[config.mk]
export PLATFORM = sky130hd
export DESIGN_NAME = bypass_scoreboard_flat
export DESIGN_NICKNAME = d
export VERILOG_FILES = /design/src/rtl/bypass_scoreboard_pkg.sv /design/src/rtl/bypass_scoreboard_if.sv /design/src/rtl/bypass_scoreboard_bypass_mux.sv /design/src/rtl/bypass_scoreboard.sv /design/src/flat_wrapper.sv
export SDC_FILE = /design/constraint.sdc
export NUM_CORES = 1
export LEC_CHECK = 0
export CAP_MARGIN = 25
export CELL_PAD_IN_SITES_DETAIL_PLACEMENT = 0
export CELL_PAD_IN_SITES_GLOBAL_PLACEMENT = 1
export CORE_ASPECT_RATIO = 0.75
export CORE_MARGIN = 2
export CORE_UTILIZATION = 27
export DETAILED_ROUTE_END_ITERATION = 16
export HOLD_SLACK_MARGIN = 0.12
export PLACE_DENSITY_LB_ADDON = 0.25
export RECOVER_POWER = 25
export SLEW_MARGIN = 20
export SYNTH_ARGS = -nofsm -noshare
export SYNTH_HDL_FRONTEND = slang
export SYNTH_SLANG_ARGS = --single-unit
[constraint.sdc]
create_clock -name clk -period 2.6 [get_ports clk]
set_input_delay 0.52 -clock clk [delete_from_list [all_inputs] [get_ports clk]]
set_output_delay 0.52 -clock clk [all_outputs]
set_load 0.1 [all_outputs]
[src/rtl/bypass_scoreboard_pkg.sv]
// rtl/bypass_scoreboard_pkg.sv - shared entry type and register-address constants for the bypass scoreboard
package bypass_scoreboard_pkg;

  localparam int REG_ADDR_W = 5;
  localparam logic [REG_ADDR_W-1:0] REG_X0 = '0;

  typedef struct packed {
    logic                  valid;
    logic                  we;
    logic                  is_load;
    logic [REG_ADDR_W-1:0] rd;
  } sb_entry_t;

  localparam sb_entry_t SB_BUBBLE = '0;

  // x0 writes are architecturally discarded, so they never count as producers.
  function automatic logic is_producer(input sb_entry_t e);
    return e.valid && e.we && (e.rd != REG_X0);
  endfunction

endpackage

[src/rtl/bypass_scoreboard_if.sv]
// rtl/bypass_scoreboard_if.sv - ID/EX/WB signal bundle between the pipeline and the bypass scoreboard
interface bypass_scoreboard_if #(
  parameter int XLEN       = 32,
  parameter int NUM_STAGES = 3
);
  import bypass_scoreboard_pkg::*;

  logic                       id_valid;
  logic                       id_we;
  logic                       id_is_load;
  logic [REG_ADDR_W-1:0]      id_rd;
  logic [REG_ADDR_W-1:0]      id_rs1;
  logic [REG_ADDR_W-1:0]      id_rs2;
  logic                       id_rs1_used;
  logic                       id_rs2_used;
  logic [XLEN-1:0]            rf_rdata1;
  logic [XLEN-1:0]            rf_rdata2;
  logic [NUM_STAGES*XLEN-1:0] stage_result;
  logic                       mem_hold;
  logic                       flush;
  logic                       id_stall;
  logic [XLEN-1:0]            ex_src1;
  logic [XLEN-1:0]            ex_src2;
  logic                       wb_we;
  logic [REG_ADDR_W-1:0]      wb_rd;
  logic [XLEN-1:0]            wb_data;

  modport master (
    output id_valid, id_we, id_is_load, id_rd, id_rs1, id_rs2,
           id_rs1_used, id_rs2_used, rf_rdata1, rf_rdata2,
           stage_result, mem_hold, flush,
    input  id_stall, ex_src1, ex_src2, wb_we, wb_rd, wb_data
  );

  modport slave (
    input  id_valid, id_we, id_is_load, id_rd, id_rs1, id_rs2,
           id_rs1_used, id_rs2_used, rf_rdata1, rf_rdata2,
           stage_result, mem_hold, flush,
    output id_stall, ex_src1, ex_src2, wb_we, wb_rd, wb_data
  );

endinterface

[src/rtl/bypass_scoreboard_bypass_mux.sv]
// rtl/bypass_scoreboard_bypass_mux.sv - youngest-first operand selector from the registered EX select vector
module bypass_mux #(
  parameter int XLEN       = 32,
  parameter int NUM_STAGES = 3
) (
  input  logic [NUM_STAGES-1:0]      sel,
  input  logic [NUM_STAGES*XLEN-1:0] stage_result,
  input  logic [XLEN-1:0]            base,
  output logic [XLEN-1:0]            ex_src
);

  // Walk oldest to youngest so the lowest set index (youngest producer) wins.
  always_comb begin
    ex_src = base;
    for (int j = NUM_STAGES - 1; j >= 0; j--) begin
      if (sel[j]) ex_src = stage_result[j*XLEN +: XLEN];
    end
  end

endmodule

[src/rtl/bypass_scoreboard.sv]
// rtl/bypass_scoreboard.sv - EX..WB destination tracking, operand forwarding, stalls and register-file write port
// Build option BYPASS_SCOREBOARD_FWD_EN: forward from younger stages; otherwise stall until the producer reaches WB.
module bypass_scoreboard
  import bypass_scoreboard_pkg::*;
#(
  parameter int XLEN             = 32,
  parameter int NUM_STAGES       = 3,
  parameter int LOAD_READY_STAGE = 2
) (
  input logic               clk,
  input logic               reset,
  bypass_scoreboard_if.slave sb
);

  localparam int LAST = NUM_STAGES - 1;

  sb_entry_t             ent [NUM_STAGES];
  sb_entry_t             id_entry;
  logic [LAST-1:0]       match1;
  logic [LAST-1:0]       match2;
  logic [LAST-1:0]       early_load;
  logic                  load_use;
  logic                  hazard;
  logic                  advance;
  logic                  wb_prod;
  logic [XLEN-1:0]       wb_data;
  logic [XLEN-1:0]       byp1;
  logic [XLEN-1:0]       byp2;
  logic [XLEN-1:0]       base1;
  logic [XLEN-1:0]       base2;
  logic [NUM_STAGES-1:0] sel1;
  logic [NUM_STAGES-1:0] sel2;

  // The last stage is excluded: its value reaches ID through the read bypass.
  always_comb begin
    match1     = '0;
    match2     = '0;
    early_load = '0;
    for (int j = 0; j < LAST; j++) begin
      early_load[j] = ent[j].is_load && (j + 1 < LOAD_READY_STAGE);
      match1[j]     = sb.id_rs1_used && is_producer(ent[j]) && (ent[j].rd == sb.id_rs1);
      match2[j]     = sb.id_rs2_used && is_producer(ent[j]) && (ent[j].rd == sb.id_rs2);
    end
  end

  assign load_use = |((match1 | match2) & early_load);

`ifdef BYPASS_SCOREBOARD_FWD_EN
  assign hazard = load_use;
`else
  logic alu_use;
  assign alu_use = |((match1 | match2) & ~early_load);
  assign hazard  = load_use | alu_use;
`endif

  assign sb.id_stall = sb.mem_hold || (hazard && sb.id_valid && !sb.flush);
  assign advance     = !sb.mem_hold;

  assign wb_data    = sb.stage_result[LAST*XLEN +: XLEN];
  assign wb_prod    = is_producer(ent[LAST]);
  assign sb.wb_we   = wb_prod;
  assign sb.wb_rd   = wb_prod ? ent[LAST].rd : REG_X0;
  assign sb.wb_data = wb_data;

  assign byp1 = (wb_prod && (ent[LAST].rd == sb.id_rs1)) ? wb_data : sb.rf_rdata1;
  assign byp2 = (wb_prod && (ent[LAST].rd == sb.id_rs2)) ? wb_data : sb.rf_rdata2;

  always_comb begin
    id_entry = SB_BUBBLE;
    if (sb.id_valid && !sb.id_stall && !sb.flush) begin
      id_entry.valid   = 1'b1;
      id_entry.we      = sb.id_we;
      id_entry.is_load = sb.id_is_load;
      id_entry.rd      = sb.id_rd;
    end
  end

  always_ff @(posedge clk) begin
    if (reset) begin
      for (int j = 0; j < NUM_STAGES; j++) ent[j] <= SB_BUBBLE;
      base1 <= '0;
      base2 <= '0;
    end else if (advance) begin
      ent[0] <= id_entry;
      for (int j = 1; j < NUM_STAGES; j++) ent[j] <= ent[j-1];
      base1 <= byp1;
      base2 <= byp2;
    end
  end

`ifdef BYPASS_SCOREBOARD_FWD_EN
  // A match against entry j is one stage older by the time the consumer sits in EX.
  always_ff @(posedge clk) begin
    if (reset) begin
      sel1 <= '0;
      sel2 <= '0;
    end else if (advance) begin
      sel1 <= {match1, 1'b0};
      sel2 <= {match2, 1'b0};
    end
  end
`else
  assign sel1 = '0;
  assign sel2 = '0;
`endif

  bypass_mux #(.XLEN(XLEN), .NUM_STAGES(NUM_STAGES)) u_mux1 (
    .sel          (sel1),
    .stage_result (sb.stage_result),
    .base         (base1),
    .ex_src       (sb.ex_src1)
  );

  bypass_mux #(.XLEN(XLEN), .NUM_STAGES(NUM_STAGES)) u_mux2 (
    .sel          (sel2),
    .stage_result (sb.stage_result),
    .base         (base2),
    .ex_src       (sb.ex_src2)
  );

endmodule

[src/flat_wrapper.sv]
// flat-port wrapper written by rule: the top's interface ports become plain ports
module bypass_scoreboard_flat import bypass_scoreboard_pkg::*;
#(
  parameter int XLEN             = 32,
  parameter int NUM_STAGES       = 3,
  parameter int LOAD_READY_STAGE = 2
)
  (clk, reset, sb_id_valid, sb_id_we, sb_id_is_load, sb_id_rd, sb_id_rs1, sb_id_rs2, sb_id_rs1_used, sb_id_rs2_used, sb_rf_rdata1, sb_rf_rdata2, sb_stage_result, sb_mem_hold, sb_flush, sb_id_stall, sb_ex_src1, sb_ex_src2, sb_wb_we, sb_wb_rd, sb_wb_data);
  bypass_scoreboard_if #(.XLEN(XLEN), .NUM_STAGES(NUM_STAGES)) sb_i ();
  input logic clk;
  input logic reset;
  input wire logic [$bits(sb_i.id_valid)-1:0] sb_id_valid;
  input wire logic [$bits(sb_i.id_we)-1:0] sb_id_we;
  input wire logic [$bits(sb_i.id_is_load)-1:0] sb_id_is_load;
  input wire logic [$bits(sb_i.id_rd)-1:0] sb_id_rd;
  input wire logic [$bits(sb_i.id_rs1)-1:0] sb_id_rs1;
  input wire logic [$bits(sb_i.id_rs2)-1:0] sb_id_rs2;
  input wire logic [$bits(sb_i.id_rs1_used)-1:0] sb_id_rs1_used;
  input wire logic [$bits(sb_i.id_rs2_used)-1:0] sb_id_rs2_used;
  input wire logic [$bits(sb_i.rf_rdata1)-1:0] sb_rf_rdata1;
  input wire logic [$bits(sb_i.rf_rdata2)-1:0] sb_rf_rdata2;
  input wire logic [$bits(sb_i.stage_result)-1:0] sb_stage_result;
  input wire logic [$bits(sb_i.mem_hold)-1:0] sb_mem_hold;
  input wire logic [$bits(sb_i.flush)-1:0] sb_flush;
  output wire logic [$bits(sb_i.id_stall)-1:0] sb_id_stall;
  output wire logic [$bits(sb_i.ex_src1)-1:0] sb_ex_src1;
  output wire logic [$bits(sb_i.ex_src2)-1:0] sb_ex_src2;
  output wire logic [$bits(sb_i.wb_we)-1:0] sb_wb_we;
  output wire logic [$bits(sb_i.wb_rd)-1:0] sb_wb_rd;
  output wire logic [$bits(sb_i.wb_data)-1:0] sb_wb_data;
  assign sb_i.id_valid = sb_id_valid;
  assign sb_i.id_we = sb_id_we;
  assign sb_i.id_is_load = sb_id_is_load;
  assign sb_i.id_rd = sb_id_rd;
  assign sb_i.id_rs1 = sb_id_rs1;
  assign sb_i.id_rs2 = sb_id_rs2;
  assign sb_i.id_rs1_used = sb_id_rs1_used;
  assign sb_i.id_rs2_used = sb_id_rs2_used;
  assign sb_i.rf_rdata1 = sb_rf_rdata1;
  assign sb_i.rf_rdata2 = sb_rf_rdata2;
  assign sb_i.stage_result = sb_stage_result;
  assign sb_i.mem_hold = sb_mem_hold;
  assign sb_i.flush = sb_flush;
  assign sb_id_stall = sb_i.id_stall;
  assign sb_ex_src1 = sb_i.ex_src1;
  assign sb_ex_src2 = sb_i.ex_src2;
  assign sb_wb_we = sb_i.wb_we;
  assign sb_wb_rd = sb_i.wb_rd;
  assign sb_wb_data = sb_i.wb_data;
  bypass_scoreboard #(.XLEN(XLEN), .NUM_STAGES(NUM_STAGES), .LOAD_READY_STAGE(LOAD_READY_STAGE)) u_core (.clk(clk), .reset(reset), .sb(sb_i));
endmodule
==> out/metrics.cfg, run 1 <==
[layout]
final_common_cell = clkdlybuf4s50_1
diodes = 0
area_growth_pct = 57.9
mostFrequentLayoutCells = 108 x clkdlybuf4s50_1, 89 x buf_4, 67 x nor3_1
regArea_mm2 = 0.00191
drive_gt1_share_pct = 30.3
nNetsFinal = 867
fillCellCount = 1690
layout.cells.non_filler = 928
multi_input_area_mm2 = 0.00243

[drt]
ant_nets = 0
via_per_inst = 4.62
route.vias.total = 4291
first_pass_iters = 4
wire_per_inst_um = 16.0
routed_wl_mm = 14.9
drc_errors = 0
dr.first_iter.drc_count = 220

[synthesis]
synth_top_cell_area_share_pct = 26.2
yosysTopAreaCell = dfxtp_1
ys_ff_latch = 85
syn-instance-count = 500
synth.avg_cell_area_um2 = 9.77
synth_area_mm2 = 0.00489
yosysWarnings = 0
syn_nets = 684
synthTopCellsByArea = dfxtp_1 26%, a2111oi_2 18%, edfxtp_1 13%
yosysSeqAreaShare_pct = 39.1
post_synth_num_cell_types = 30

[power]
ir_drop_v = 0.000301
p_int_w = 0.00279
switching_power_w = 0.00158
p_leak_nw = 2.96
seqPwrFrac_pct = 34.4
powerDensity_mw_per_mm2 = 567
clkPwrFrac_pct = 30.6
swShare_pct = 36.2
combPwrFrac_pct = 34.9

[die]
initial_core_util_pct = 27.6
die_x_um = 159
core_mm2 = 0.0177
io_pins = 287
chipHeight_um = 121
die_area_mm2 = 0.0192
num_rows = 42

[timing]
hold_violations = 0
slew_headroom_pct = 27.1
holdWs_ns = 0.472
period_minus_slack_ns = 2.54
worstMarginPinSlew_ns = 1.09
layout_setup_ws_ns = 0.0572
finClkSkew_ns = 0.00785
finalSetupTns_ns = 0
max_freq_mhz = 393
finalMaxSlewViolations = 0
finalSetupViolations = 0
period_share_pct = 97.8

[global_route]
grt_pass1_vias = 4386
grt_pass1_wl_mm = 23.6
antenna_found_initial = 0
grt_overflow = 0
track_usage_pct = 15.4
grt_max_degree = 84

[critical_path]
start_kind = input port
crit_arrival_ns = 2.02
worstPathMaxFanout = 3
path_class = input port to primary output
end_kind = primary output
crit_required_ns = 2.08

[cts]
clock_latency_ns = 0.33
htreeDepth = 3
cts.clk_slew.worst_paths_ns = 0.06
cts_inserted_buffers = 9
cts_buffer_depth = 2
cts_sinks = 85
cts_tree = yes
hold_buffers = 0
root_buffer = clkbuf_16

[placed_design]
port_buffers = 221
globalplace.congestion = 0.828
hpwl_mm = 11.0
dpl.cell_count = 908
place_ws_ns = -0.146

[hold_path]
hold_class = flop to flop

[status]
outcome = finished clean

[flow_run]
maxCapViolations = 0

==> worst max-delay path, stage by stage <==
cell and delay, ns:
clkdlybuf4s50_1 0.58, xnor2_1 0.15, nand4_1 0.09, o22ai_1 0.20
a22oi_2 0.12, o21bai_2 0.17, buf_12 0.19
==> registers in the layout, indices dropped and copies added (netlist names) <==
name and cells:
u_core.base1 32, u_core.base2 32, u_core.ent 21
==> synthesized netlist by cell type <==
master	n
edfxtp_1	21
and2_1	15
o21bai_1	1
buf_6	1
buf_4	35
a22oi_2	1
xor2_1	6
and4_1	1
nor2b_1	32
nor3_2	1
nand2_1	5
nand2b_1	2
inv_1	32
xnor2_1	24
dfxtp_1	64
nor2_1	34
a2111oi_0	4
clkbuf_1	31
or3_1	2
buf_2	6
and3_1	11
nand4_2	1
o22ai_1	2
nand4_1	4
o311a_1	2
nor3b_1	32
buf_1	2
a21oi_2	1
a2111oi_2	60
nor3_1	67
==> worst paths after layout <==
kind / startpoint / end / slack [ns] / cells after the start
setup / recovery: sb_id_rs2[3] / sb_id_stall / 0.06 / 7
hold / removal: u_core.base1[5] / u_core.base1[5] / 0.47 / 2
setup reg to reg: u_core.ent[0][19] / u_core.base1[14] / 0.60 / 6
hold reg to reg: u_core.base1[5] / u_core.base1[5] / 0.47 / 2
==> layout make-up <==
class,instances,share of cell area (%)
Clock inverter,3,0.843
Tap cell,242,3.92
Timing Repair Buffer,247,34.3
Multi-Input combinational cell,308,31.5
Clock buffer,11,3.02
Inverter,32,1.56
Sequential cell,85,24.8
==> logic make-up after synthesis <==
logic type	Yosys count	share of synthesized area, %
compound gates	71	20.4
xor+xnor	30	5.38
buf+inv	107	11.2
flops	85	39.1
simple gates	207	23.9
==> timing repair <==
action                     4_1_cts  5_1_grt
resized for setup                0        8
buffers inserted                 2        4
pin swaps                        0        1
gates cloned                     0        0
setup endpoints to repair        1        2
==> metal layers <==
layer	vias to the layer above	wire, um	global-route usage (%)
li1	2137	-	-
met1	1996	6920	20.4
met2	144	6550	23.3
met3	14	1200	6.24
met4	0	192	3.64
met5	-	0	0
==> per-stage QoR <==
stage          util, %  total power, W  cell area (um2)
2_1_floorplan        -         0.00257             4890
3_3_place_gp      41.6         0.00305             7360
3_5_place_dp      41.6         0.00306             7360
4_1_cts           43.3         0.00442             7670
5_1_grt           43.6         0.00455             7710
6_report          43.6         0.00437             7710
==> power groups by stage <==
stage                     Combinational (W)  Sequential, W  Clock, W
after global routing                0.00159        0.00152   0.00144
final                               0.00153        0.00151   0.00134
after detailed placement            0.00153        0.00154         0
after global placement              0.00151        0.00154         0
after floorplan                    0.000553        0.00202         0
after CTS                           0.00153        0.00151   0.00138
No activity file was read; power rests on OpenSTA's default activity.
==> run 2: changes to the inputs <==
--- a/config.mk
+++ b/config.mk
@@ -5,7 +5,6 @@
 export SDC_FILE = /design/constraint.sdc
 export NUM_CORES = 1
 export LEC_CHECK = 0
-export CAP_MARGIN = 25
 export CELL_PAD_IN_SITES_DETAIL_PLACEMENT = 0
 export CELL_PAD_IN_SITES_GLOBAL_PLACEMENT = 1
 export CORE_ASPECT_RATIO = 0.75
==> results of run 2 <==
Same layout as run 1: the final DEF is identical, and so are final timing and power.
==> run 3: changes to the inputs <==
==> constraint.sdc (replaced) <==
create_clock -name clk -period 2.5 [get_ports clk]
set_input_delay 0.5 -clock clk [delete_from_list [all_inputs] [get_ports clk]]
set_output_delay 0.5 -clock clk [all_outputs]
set_load 0.1 [all_outputs]
==> out/metrics.cfg, run 3 (synthesized netlist as in run 1, its figures left out) <==
[timing]
slew_headroom_pct = 19.0  ; was 27.1%
holdWs_ns = 0.473  ; was 0.472 ns
worstMarginPinSlew_ns = 1.22  ; was 1.09 ns
period_minus_slack_ns = 2.43
finClkSkew_ns = 0.00816  ; was 0.00785 ns
finalMaxSlewViolations = 0  ; unchanged
rsz0062_at_grt = true
hold_violations = 0  ; unchanged
period_share_pct = 97.3
max_freq_mhz = 411
finalSetupViolations = 0  ; unchanged

[global_route]
grt_pass1_wl_mm = 23.7  ; was 23.6 mm
grt_pass1_vias = 4473  ; was 4386
track_usage_pct = 15.5  ; was 15.4%
antenna_found_initial = 0  ; unchanged
grt_overflow = 0  ; unchanged
grt_max_degree = 87  ; was 84

[critical_path]
end_kind = primary output  ; unchanged
crit_required_ns = 2.00  ; was 2.08 ns
cp_slowest_cell = edfxtp_1  ; was clkdlybuf4s50_1
start_kind = flop  ; was input port
crit_arrival_ns = 1.93  ; was 2.02 ns
critPathMaxStageDelay_ns = 0.37  ; was 0.58 ns
worstPathMaxFanout = 2  ; was 3
path_class = flop to primary output  ; was input port to primary output
path_cells = or3_1, o311a_1, a22oi_2, o21bai_2, buf_12  ; was clkdlybuf4s50_1, xnor2_1, nand4_1, o22ai_1, a22oi_2, o21bai_2, buf_12

[placed_design]
hpwl_mm = 11.1  ; was 11.0 mm
port_buffers = 221  ; unchanged
globalplace.congestion = 0.837  ; was 0.828

[layout]
fillCellCount = 1736  ; was 1690
final_common_cell = clkdlybuf4s50_1  ; unchanged
reg.largest.list = u_core.base1: 32 flops, u_core.base2: 32 flops, u_core.ent: 21 flops  ; unchanged
drive_gt1_share_pct = 27.9  ; was 30.3%
diodes = 0  ; unchanged
mostFrequentLayoutCells = 106 x clkdlybuf4s50_1, 72 x buf_4, 67 x nor3_1  ; was 108 x clkdlybuf4s50_1, 89 x buf_4, 67 x nor3_1
nNetsFinal = 867  ; unchanged
area_growth_pct = 55.7  ; was 57.9%
final_util_pct = 43.0  ; was 43.6%

[cts]
hold_buffers = 0  ; unchanged
cts_inserted_buffers = 9  ; unchanged
htreeDepth = 3  ; unchanged
cts_tree = yes  ; unchanged
cts_buffer_depth = 2  ; unchanged
cts.clk_slew.worst_paths_ns = 0.06  ; about the same
root_buffer = clkbuf_16  ; unchanged
cts_sinks = 85  ; unchanged
clock_latency_ns = 0.34  ; was 0.33 ns

[drt]
routed_wl_mm = 14.9  ; about the same
first_pass_iters = 4  ; unchanged
dr.first_iter.drc_count = 205  ; was 220
drc_errors = 0  ; unchanged
via_per_inst = 4.69  ; was 4.62
route.vias.total = 4360  ; was 4291
wire_per_inst_um = 16.0  ; about the same
ant_nets = 0  ; unchanged

[die]
initial_core_util_pct = 27.6  ; unchanged
io_pins = 287  ; unchanged
chipHeight_um = 121  ; unchanged
num_rows = 42  ; unchanged
core_mm2 = 0.0177  ; unchanged
die_area_mm2 = 0.0192  ; unchanged
die_x_um = 159  ; unchanged

[status]
outcome = finished clean  ; unchanged

[power]
p_leak_nw = 2.81  ; was 2.96 nW
ir_drop_v = 0.000286  ; was 0.000301 V
powerDensity_mw_per_mm2 = 585  ; was 567 mW/mm2

[hold_path]
hold_class = flop to flop  ; unchanged

[flow_run]
maxCapViolations = 0  ; unchanged

-- run 3: where the power goes --
group	internal [W]	switching, W	leakage [nW]
logic	0.000511	0.00106	1.91
registers	0.00150	0.0000605	0.764
clock network	0.000769	0.000547	0.136
total	0.00278	0.00167	2.81
-- run 3: worst paths after layout --
kind	startpoint	end	slack [ns]	depth (start not counted)
max	u_core.ent[0][9]	sb_id_stall	0.07	5
min	u_core.base1[24]	u_core.base1[24]	0.47	2
max reg2reg	u_core.ent[0][16]	u_core.base1[14]	0.47	6
min reg2reg	u_core.base1[24]	u_core.base1[24]	0.47	2
-- run 3: timing repair --
item | in CTS | in global routing
endpoints found under the hold margin | 0 | 0
endpoints found under the setup margin | 1 | 1
pin swaps | 2 | 2
setup buffers | 6 | 0
gates resized for setup | 11 | 0
-- run 3: final cells by class --
class                   instances  area [um2]  area share (%)
clock buffers                  11         233            3.06
clock inverters                 4        48.8           0.641
inverters                      32         120            1.58
multi-input cells             308        2440            32.1
flip-flops and latches         85        1910            25.1
well taps                     242         303            3.98
repair buffers                247        2550            33.6
-- run 3: layer usage --
metal  wire length [um]  track usage (%)
met5                  0                0
met4                130             3.47
met3               1080             5.56
met2               6820             25.3
met1               6870             19.8
-- run 3: worst max-delay path, delay by kind of cell (launching register included) --
| kind | cells | cell delay [ns] |
|---|---|---|
| flip-flops | 1 | 0.37 |
| AND/OR/NAND/NOR | 1 | 0.37 |
| AO/OA/AOI/OAI | 3 | 0.68 |
| buffers and inverters | 1 | 0.17 |
-- run 3: stage by stage --
stage	std cells	area, um2	setup TNS [ns]	power (W)	worst slack (ns)
4_1_cts	929	7680	0	0.00453	0.00362
2_1_floorplan	500	4890	0	0.00268	0.00419
6_report	929	7610	0	0.00445	0.0685
5_1_grt	929	7610	-0.00805	0.00463	-0.00805
3_5_place_dp	908	7360	-5.07	0.00319	-0.235
3_3_place_gp	908	7360	-3.81	0.00317	-0.167
